`src/rtl/sync_fifo_param_if.sv`:
```
// Handshake bundle for sync_fifo_param: write/read requests, data, status and error flags.
// The master drives requests and write data; the slave (the FIFO) drives everything else.
interface sync_fifo_param_if #(
    parameter int unsigned DATA_W = 16,
    parameter int unsigned ADDR_W = 4
);
    logic [DATA_W-1:0] wdata;
    logic              winc;
    logic              rinc;
    logic              wfull;
    logic              walmost_full;
    logic              rempty;
    logic              ralmost_empty;
    logic [DATA_W-1:0] rdata;
    logic              rvalid;
    logic [ADDR_W:0]   count;
    logic              overflow;
    logic              underflow;

    modport master (
        output wdata, winc, rinc,
        input  wfull, walmost_full, rempty, ralmost_empty,
        input  rdata, rvalid, count, overflow, underflow
    );

    modport slave (
        input  wdata, winc, rinc,
        output wfull, walmost_full, rempty, ralmost_empty,
        output rdata, rvalid, count, overflow, underflow
    );
endinterface

```
`src/rtl/sync_fifo_param.sv`:
```
// Single-clock FIFO with occupancy count, almost-full/almost-empty thresholds,
// synchronous flush and sticky overflow/underflow flags.
module sync_fifo_param #(
    parameter int unsigned DATA_W    = 16,
    parameter int unsigned ADDR_W    = 4,
    parameter int unsigned AFULL_TH  = 12,
    parameter int unsigned AEMPTY_TH = 2
) (
    input  logic                 clk,
    input  logic                 nrst,
    input  logic                 clr,
    sync_fifo_param_if.slave     bus
);
    localparam int unsigned     DEPTH     = 2 ** ADDR_W;
    localparam logic [ADDR_W:0] PTR_ONE   = (ADDR_W+1)'(1);
    localparam logic [ADDR_W:0] AFULL_C   = (ADDR_W+1)'(AFULL_TH);
    localparam logic [ADDR_W:0] AEMPTY_C  = (ADDR_W+1)'(AEMPTY_TH);

    logic [DATA_W-1:0] mem [DEPTH];
    logic [ADDR_W:0]   wptr;
    logic [ADDR_W:0]   rptr;
    logic [ADDR_W:0]   cnt;
    logic              full;
    logic              empty;
    logic              wen;
    logic              ren;
    logic [DATA_W-1:0] rdata_q;
    logic              rvalid_q;
    logic              overflow_q;
    logic              underflow_q;

    // Extra pointer MSB is the wrap bit; modular subtraction gives occupancy directly.
    assign cnt   = wptr - rptr;
    assign full  = (wptr[ADDR_W] != rptr[ADDR_W]) &&
                   (wptr[ADDR_W-1:0] == rptr[ADDR_W-1:0]);
    assign empty = (wptr == rptr);

    assign wen = bus.winc && !full  && !clr;
    assign ren = bus.rinc && !empty && !clr;

    always_ff @(posedge clk) begin
        if (wen) begin
            mem[wptr[ADDR_W-1:0]] <= bus.wdata;
        end
    end

    always_ff @(posedge clk or negedge nrst) begin
        if (!nrst) begin
            wptr        <= '0;
            rptr        <= '0;
            rdata_q     <= '0;
            rvalid_q    <= 1'b0;
            overflow_q  <= 1'b0;
            underflow_q <= 1'b0;
        end else if (clr) begin
            // Flush leaves rdata and memory contents untouched.
            wptr        <= '0;
            rptr        <= '0;
            rvalid_q    <= 1'b0;
            overflow_q  <= 1'b0;
            underflow_q <= 1'b0;
        end else begin
            if (wen) begin
                wptr <= wptr + PTR_ONE;
            end
            if (ren) begin
                rdata_q <= mem[rptr[ADDR_W-1:0]];
                rptr    <= rptr + PTR_ONE;
            end
            rvalid_q <= ren;
            if (bus.winc && full) begin
                overflow_q <= 1'b1;
            end
            if (bus.rinc && empty) begin
                underflow_q <= 1'b1;
            end
        end
    end

    assign bus.wfull         = full;
    assign bus.rempty        = empty;
    assign bus.walmost_full  = (cnt >= AFULL_C);
    assign bus.ralmost_empty = (cnt <= AEMPTY_C);
    assign bus.count         = cnt;
    assign bus.rdata         = rdata_q;
    assign bus.rvalid        = rvalid_q;
    assign bus.overflow      = overflow_q;
    assign bus.underflow     = underflow_q;
endmodule

```
`src/flat_wrapper.sv`:
```
// flat-port wrapper written by rule: the top's interface ports become plain ports
module sync_fifo_param_flat 
#(
    parameter int unsigned DATA_W    = 16,
    parameter int unsigned ADDR_W    = 4,
    parameter int unsigned AFULL_TH  = 12,
    parameter int unsigned AEMPTY_TH = 2
)
  (clk, nrst, clr, bus_wdata, bus_winc, bus_rinc, bus_wfull, bus_walmost_full, bus_rempty, bus_ralmost_empty, bus_rdata, bus_rvalid, bus_count, bus_overflow, bus_underflow);
  sync_fifo_param_if #(.DATA_W(DATA_W), .ADDR_W(ADDR_W)) bus_i ();
  input  logic clk;
  input  logic nrst;
  input  logic clr;
  input wire logic [$bits(bus_i.wdata)-1:0] bus_wdata;
  input wire logic [$bits(bus_i.winc)-1:0] bus_winc;
  input wire logic [$bits(bus_i.rinc)-1:0] bus_rinc;
  output wire logic [$bits(bus_i.wfull)-1:0] bus_wfull;
  output wire logic [$bits(bus_i.walmost_full)-1:0] bus_walmost_full;
  output wire logic [$bits(bus_i.rempty)-1:0] bus_rempty;
  output wire logic [$bits(bus_i.ralmost_empty)-1:0] bus_ralmost_empty;
  output wire logic [$bits(bus_i.rdata)-1:0] bus_rdata;
  output wire logic [$bits(bus_i.rvalid)-1:0] bus_rvalid;
  output wire logic [$bits(bus_i.count)-1:0] bus_count;
  output wire logic [$bits(bus_i.overflow)-1:0] bus_overflow;
  output wire logic [$bits(bus_i.underflow)-1:0] bus_underflow;
  assign bus_i.wdata = bus_wdata;
  assign bus_i.winc = bus_winc;
  assign bus_i.rinc = bus_rinc;
  assign bus_wfull = bus_i.wfull;
  assign bus_walmost_full = bus_i.walmost_full;
  assign bus_rempty = bus_i.rempty;
  assign bus_ralmost_empty = bus_i.ralmost_empty;
  assign bus_rdata = bus_i.rdata;
  assign bus_rvalid = bus_i.rvalid;
  assign bus_count = bus_i.count;
  assign bus_overflow = bus_i.overflow;
  assign bus_underflow = bus_i.underflow;
  sync_fifo_param #(.DATA_W(DATA_W), .ADDR_W(ADDR_W), .AFULL_TH(AFULL_TH), .AEMPTY_TH(AEMPTY_TH)) u_core (.clk(clk), .nrst(nrst), .clr(clr), .bus(bus_i));
endmodule
```
`config.mk`:
```
export PLATFORM = sky130hd
export DESIGN_NAME = sync_fifo_param_flat
export DESIGN_NICKNAME = d
export VERILOG_FILES = /design/src/rtl/sync_fifo_param_if.sv /design/src/rtl/sync_fifo_param.sv /design/src/flat_wrapper.sv
export SDC_FILE = /design/constraint.sdc
export NUM_CORES = 1
export LEC_CHECK = 0
export ABC_AREA = 0
export CAP_MARGIN = 20
export CORE_ASPECT_RATIO = 2
export CORE_MARGIN = 2
export CORE_UTILIZATION = 50
export CTS_BUF_LIST = sky130_fd_sc_hd__clkbuf_4 sky130_fd_sc_hd__clkbuf_8
export CTS_CLUSTER_DIAMETER = 150
export DETAILED_ROUTE_END_ITERATION = 7
export PLACE_DENSITY = 0.76
export SLEW_MARGIN = 10
export SYNTH_ARGS = -nofsm -noshare
export SYNTH_HDL_FRONTEND = slang
export SYNTH_SLANG_ARGS = --single-unit
```
`constraint.sdc`:
```
create_clock -name clk -period 7.9 [get_ports clk]
set_clock_uncertainty 0.2 [all_clocks]
set_input_delay 1.185 -clock clk [delete_from_list [all_inputs] [get_ports clk]]
set_output_delay 1.185 -clock clk [all_outputs]
set_load 0.03 [all_outputs]
```
==> impl_metrics.prom <==
# TYPE chip_impl_metric gauge
chip_impl_info{name="run_status",value="completed"} 1
chip_impl_metric{name="final_min_period_over_clock_period",unit=""} 0.621
chip_impl_metric{name="drive_above_1_share",unit=""} 0.141
chip_impl_metric{name="final-max-slew-violation-count",unit=""} 0
chip_impl_info{name="unrepaired_setup_endpoints_after_global_routing",value="false"} 1
chip_impl_info{name="layout_common_cells",value="edfxtp_1, mux2i_1, nor2_1"} 1
chip_impl_metric{name="die_area",unit="um^2"} 24000
chip_impl_metric{name="effective_utilization_at_floorplan",unit=""} 0.505
chip_impl_info{name="cp-end-kind",value="output port"} 1
chip_impl_metric{name="fin_tns_setup",unit="ns"} 0
chip_impl_metric{name="critical_path.n_buffers_inverters",unit=""} 2
chip_impl_metric{name="grtUsageTotal",unit=""} 0.188
chip_impl_metric{name="grt_max_degree",unit=""} 41
chip_impl_info{name="cts_tree",value="done"} 1
chip_impl_metric{name="clock_insertion_delay_worst_skew",unit="ns"} 0.51
chip_impl_info{name="crit_path_cell_trace",value="ha_1 > fa_1 > inv_1 > a21o_1 > a21oi_1 > xnor2_1 > a2111oi_2 > clkdlybuf4s50_1"} 1
chip_impl_metric{name="grt_overflow_total",unit=""} 0
chip_impl_metric{name="antenna_viol_nets_final",unit=""} 0
chip_impl_metric{name="die_x_extent",unit="um"} 110
chip_impl_metric{name="grt_first_pass_wirelength",unit="um"} 34300
chip_impl_metric{name="initialDrtViolationCount",unit=""} 401
chip_impl_metric{name="power_density",unit="nW/um^2"} 268
chip_impl_metric{name="setup_viol_count_final",unit=""} 0
chip_impl_metric{name="fmaxAchievable",unit="GHz"} 0.204
chip_impl_metric{name="leakagePower",unit="nW"} 4.20
chip_impl_metric{name="first_global_vias",unit=""} 5928
chip_impl_metric{name="post_synth_edffs",unit=""} 256
chip_impl_metric{name="ioPinCount",unit=""} 49
chip_impl_metric{name="drt_pre_antenna_iters",unit=""} 4
chip_impl_metric{name="dpl.hpwl",unit="um"} 13800
chip_impl_info{name="worst_hold_path_type",value="flop to flop"} 1
chip_impl_metric{name="synthesis.area",unit="um^2"} 11300
chip_impl_metric{name="clock_path_buffers",unit=""} 3
chip_impl_metric{name="synthesis.area_per_instance",unit="um^2"} 17.2
chip_impl_metric{name="detail_route.wl_per_cell",unit="um"} 21.9
chip_impl_metric{name="max-slew-margin-rel",unit=""} 0.432
chip_impl_info{name="synth_flop_type",value="edfxtp_1"} 1
chip_impl_metric{name="cpPeakStageDelay",unit="ns"} 0.73
chip_impl_metric{name="whs",unit="ns"} 0.304
chip_impl_metric{name="cts_setup_buffers",unit=""} 0
chip_impl_info{name="startpoint_class_of_the_critical_path",value="flop"} 1
chip_impl_info{name="cp_slowest_cell",value="dfrtp_4"} 1
chip_impl_metric{name="synth.lib_cells_used.distinct",unit=""} 34
chip_impl_metric{name="clkTransAtPathRegs",unit="ns"} 0.06
chip_impl_metric{name="timing.final.crit_period",unit="ns"} 4.91
chip_impl_metric{name="hold_viol",unit=""} 0
chip_impl_metric{name="ir_worst_vdd",unit="V"} 0.000223
chip_impl_info{name="cts_root_buffer",value="clkbuf_8"} 1
chip_impl_metric{name="finalWirelength",unit="um"} 22900
chip_impl_metric{name="cts_made_buffers",unit=""} 38
chip_impl_metric{name="multiInputGateArea",unit="um^2"} 2670
chip_impl_metric{name="sequential_cell_area",unit="um^2"} 8420
chip_impl_metric{name="via_count",unit=""} 6059
chip_impl_metric{name="num-nets-final",unit=""} 768
chip_impl_metric{name="route.detailed.drc",unit=""} 0
chip_impl_metric{name="fin_util",unit=""} 0.575
chip_impl_metric{name="syn-num-nets",unit=""} 691
chip_impl_metric{name="antenna-diode-count",unit=""} 0
chip_impl_metric{name="asyncSetResetFlopFracSynth",unit=""} 0.102
chip_impl_metric{name="cp.required",unit="ns"} 6.51
chip_impl_metric{name="tritoncts_num_sinks",unit=""} 285
chip_impl_info{name="setup.worst_path.class",value="flop to output port"} 1
chip_impl_info{name="path_delay_family",value="buffers and inverters"} 1
chip_impl_metric{name="nFillCells",unit=""} 1716
chip_impl_metric{name="place_worst_setup_slack",unit="ns"} 3.50
chip_impl_metric{name="post_drt_via_cell_ratio",unit=""} 5.79
chip_impl_metric{name="core_region_area",unit="um^2"} 22400
chip_impl_metric{name="ys_seq_elements",unit=""} 285
chip_impl_metric{name="cts.htree.levels",unit=""} 2
chip_impl_info{name="commonest_non_fill_non_tap_cell_in_the_layout",value="edfxtp_1"} 1
chip_impl_metric{name="portBuffers",unit=""} 48
chip_impl_metric{name="worstPathMaxFanout",unit=""} 39
chip_impl_metric{name="crit_arrival",unit="ns"} 3.52
chip_impl_metric{name="floorplan.rows",unit=""} 78
chip_impl_metric{name="timing.final.ws_setup",unit="ns"} 2.99
chip_impl_metric{name="die_height",unit="um"} 217
chip_impl_metric{name="yosys_warnings",unit=""} 0
chip_impl_metric{name="max_cap_violations",unit=""} 0
chip_impl_metric{name="grt_antenna_before_repair",unit=""} 1
chip_impl_metric{name="syn-instance-count",unit=""} 660
chip_impl_metric{name="cts_repair_resize_count",unit=""} 0
chip_impl_metric{name="area_growth",unit="%"} 13.9
chip_impl_metric{name="globalplace.congestion",unit=""} 0.898
chip_impl_metric{name="worst_pin_slew",unit="ns"} 0.849
chip_impl_metric{name="cts_hold_repair.buffers",unit=""} 0
chip_impl_metric{name="synth-seq-area-share",unit=""} 0.742
==> layer usage <==
layer,part of all wire,up-vias,global-route usage
met4,0.036,2,0.0804
met2,0.52,239,0.330
li1,-,2744,-
met5,0.00048,-,0
met1,0.38,3024,0.229
met3,0.059,50,0.0306
==> worst paths after layout <==
path | start | to | slack, ns | cells after the start
setup / recovery | u_core.rptr[0]$_DFFE_PN0P_ | bus_ralmost_empty | 2.99 | 8
hold / removal | u_core.bus.underflow$_DFFE_PN0P_ | u_core.bus.underflow$_DFFE_PN0P_ | 0.30 | 2
setup reg to reg | u_core.rptr[0]$_DFFE_PN0P_ | u_core.bus.rdata[0]$_DFFE_PN0P_ | 4.77 | 4
hold reg to reg | u_core.bus.underflow$_DFFE_PN0P_ | u_core.bus.underflow$_DFFE_PN0P_ | 0.30 | 2
max in group asynchronous | nrst | u_core.rptr[0]$_DFFE_PN0P_ | 6.32 | 2
min in group asynchronous | nrst | u_core.rptr[1]$_DFFE_PN0P_ | 0.86 | 2
==> state kept, by name, indices dropped and copies added (netlist names) <==
register,count
u_core.mem,256
u_core.bus.rdata,16
u_core.rptr,5
u_core.wptr,5
u_core.bus.overflow,1
u_core.bus.rvalid,1
u_core.bus.underflow,1
==> Yosys cell counts, drive strengths merged (5+ instances only) <==
library cell	count	share of area
mux2i	96	0.085
nand4	5	0.0028
o211ai	16	0.011
buf	26	0.018
dfrtp	29	0.064
nand2	24	0.0082
mux4	16	0.034
nor2	60	0.020
inv	11	0.0036
xor2	5	0.0039
a21oi	8	0.0039
o22ai	32	0.018
clkbuf	9	0.0030
ha	9	0.0099
xnor2	8	0.0062
edfxtp	256	0.68
nor3	6	0.0041
a31oi	32	0.018
==> worst register-to-register path, delay by kind of cell (launching register included) <==
kind	cells	cell delay, ns
compound gates	2	0.53
buf+inv	1	0.70
flops	1	0.86
mux	1	0.69
==> power breakdown <==
group | switching, mW | internal (mW) | leakage, nW | total (mW)
logic | 0.348 | 0.273 | 1.12 | 0.620
clock network | 0.494 | 0.587 | 0.414 | 1.08
registers | 0.0623 | 1.70 | 2.66 | 1.76
total | 0.904 | 2.56 | 4.20 | 3.46
==> cell families after synthesis <==
logic type	share of synthesized area
adder cells (fa/ha/maj)	0.0117
AO/OA/AOI/OAI	0.0531
AND/OR/NAND/NOR	0.0395
XOR/XNOR	0.0100
multiplexers	0.119
flip-flops	0.742
buffers and inverters	0.0243
==> per-stage QoR <==
stage	instances	power (mW)	instance area [um^2]
floorplan	660	2.21	11300
global placement	976	2.39	12100
detailed placement	976	2.41	12100
CTS	1046	3.48	12900
global route	1047	3.59	12900
finish	1047	3.46	12900
==> layout make-up <==
class,count,share of cell area
tap,280,0.0271
timing repair buffer,72,0.0517
clock inverter,8,0.00252
inverter,11,0.00320
sequential,285,0.652
clock buffer,62,0.0569
multi-input combinational,329,0.207
Note: power is estimated with default switching activity, not from simulation.
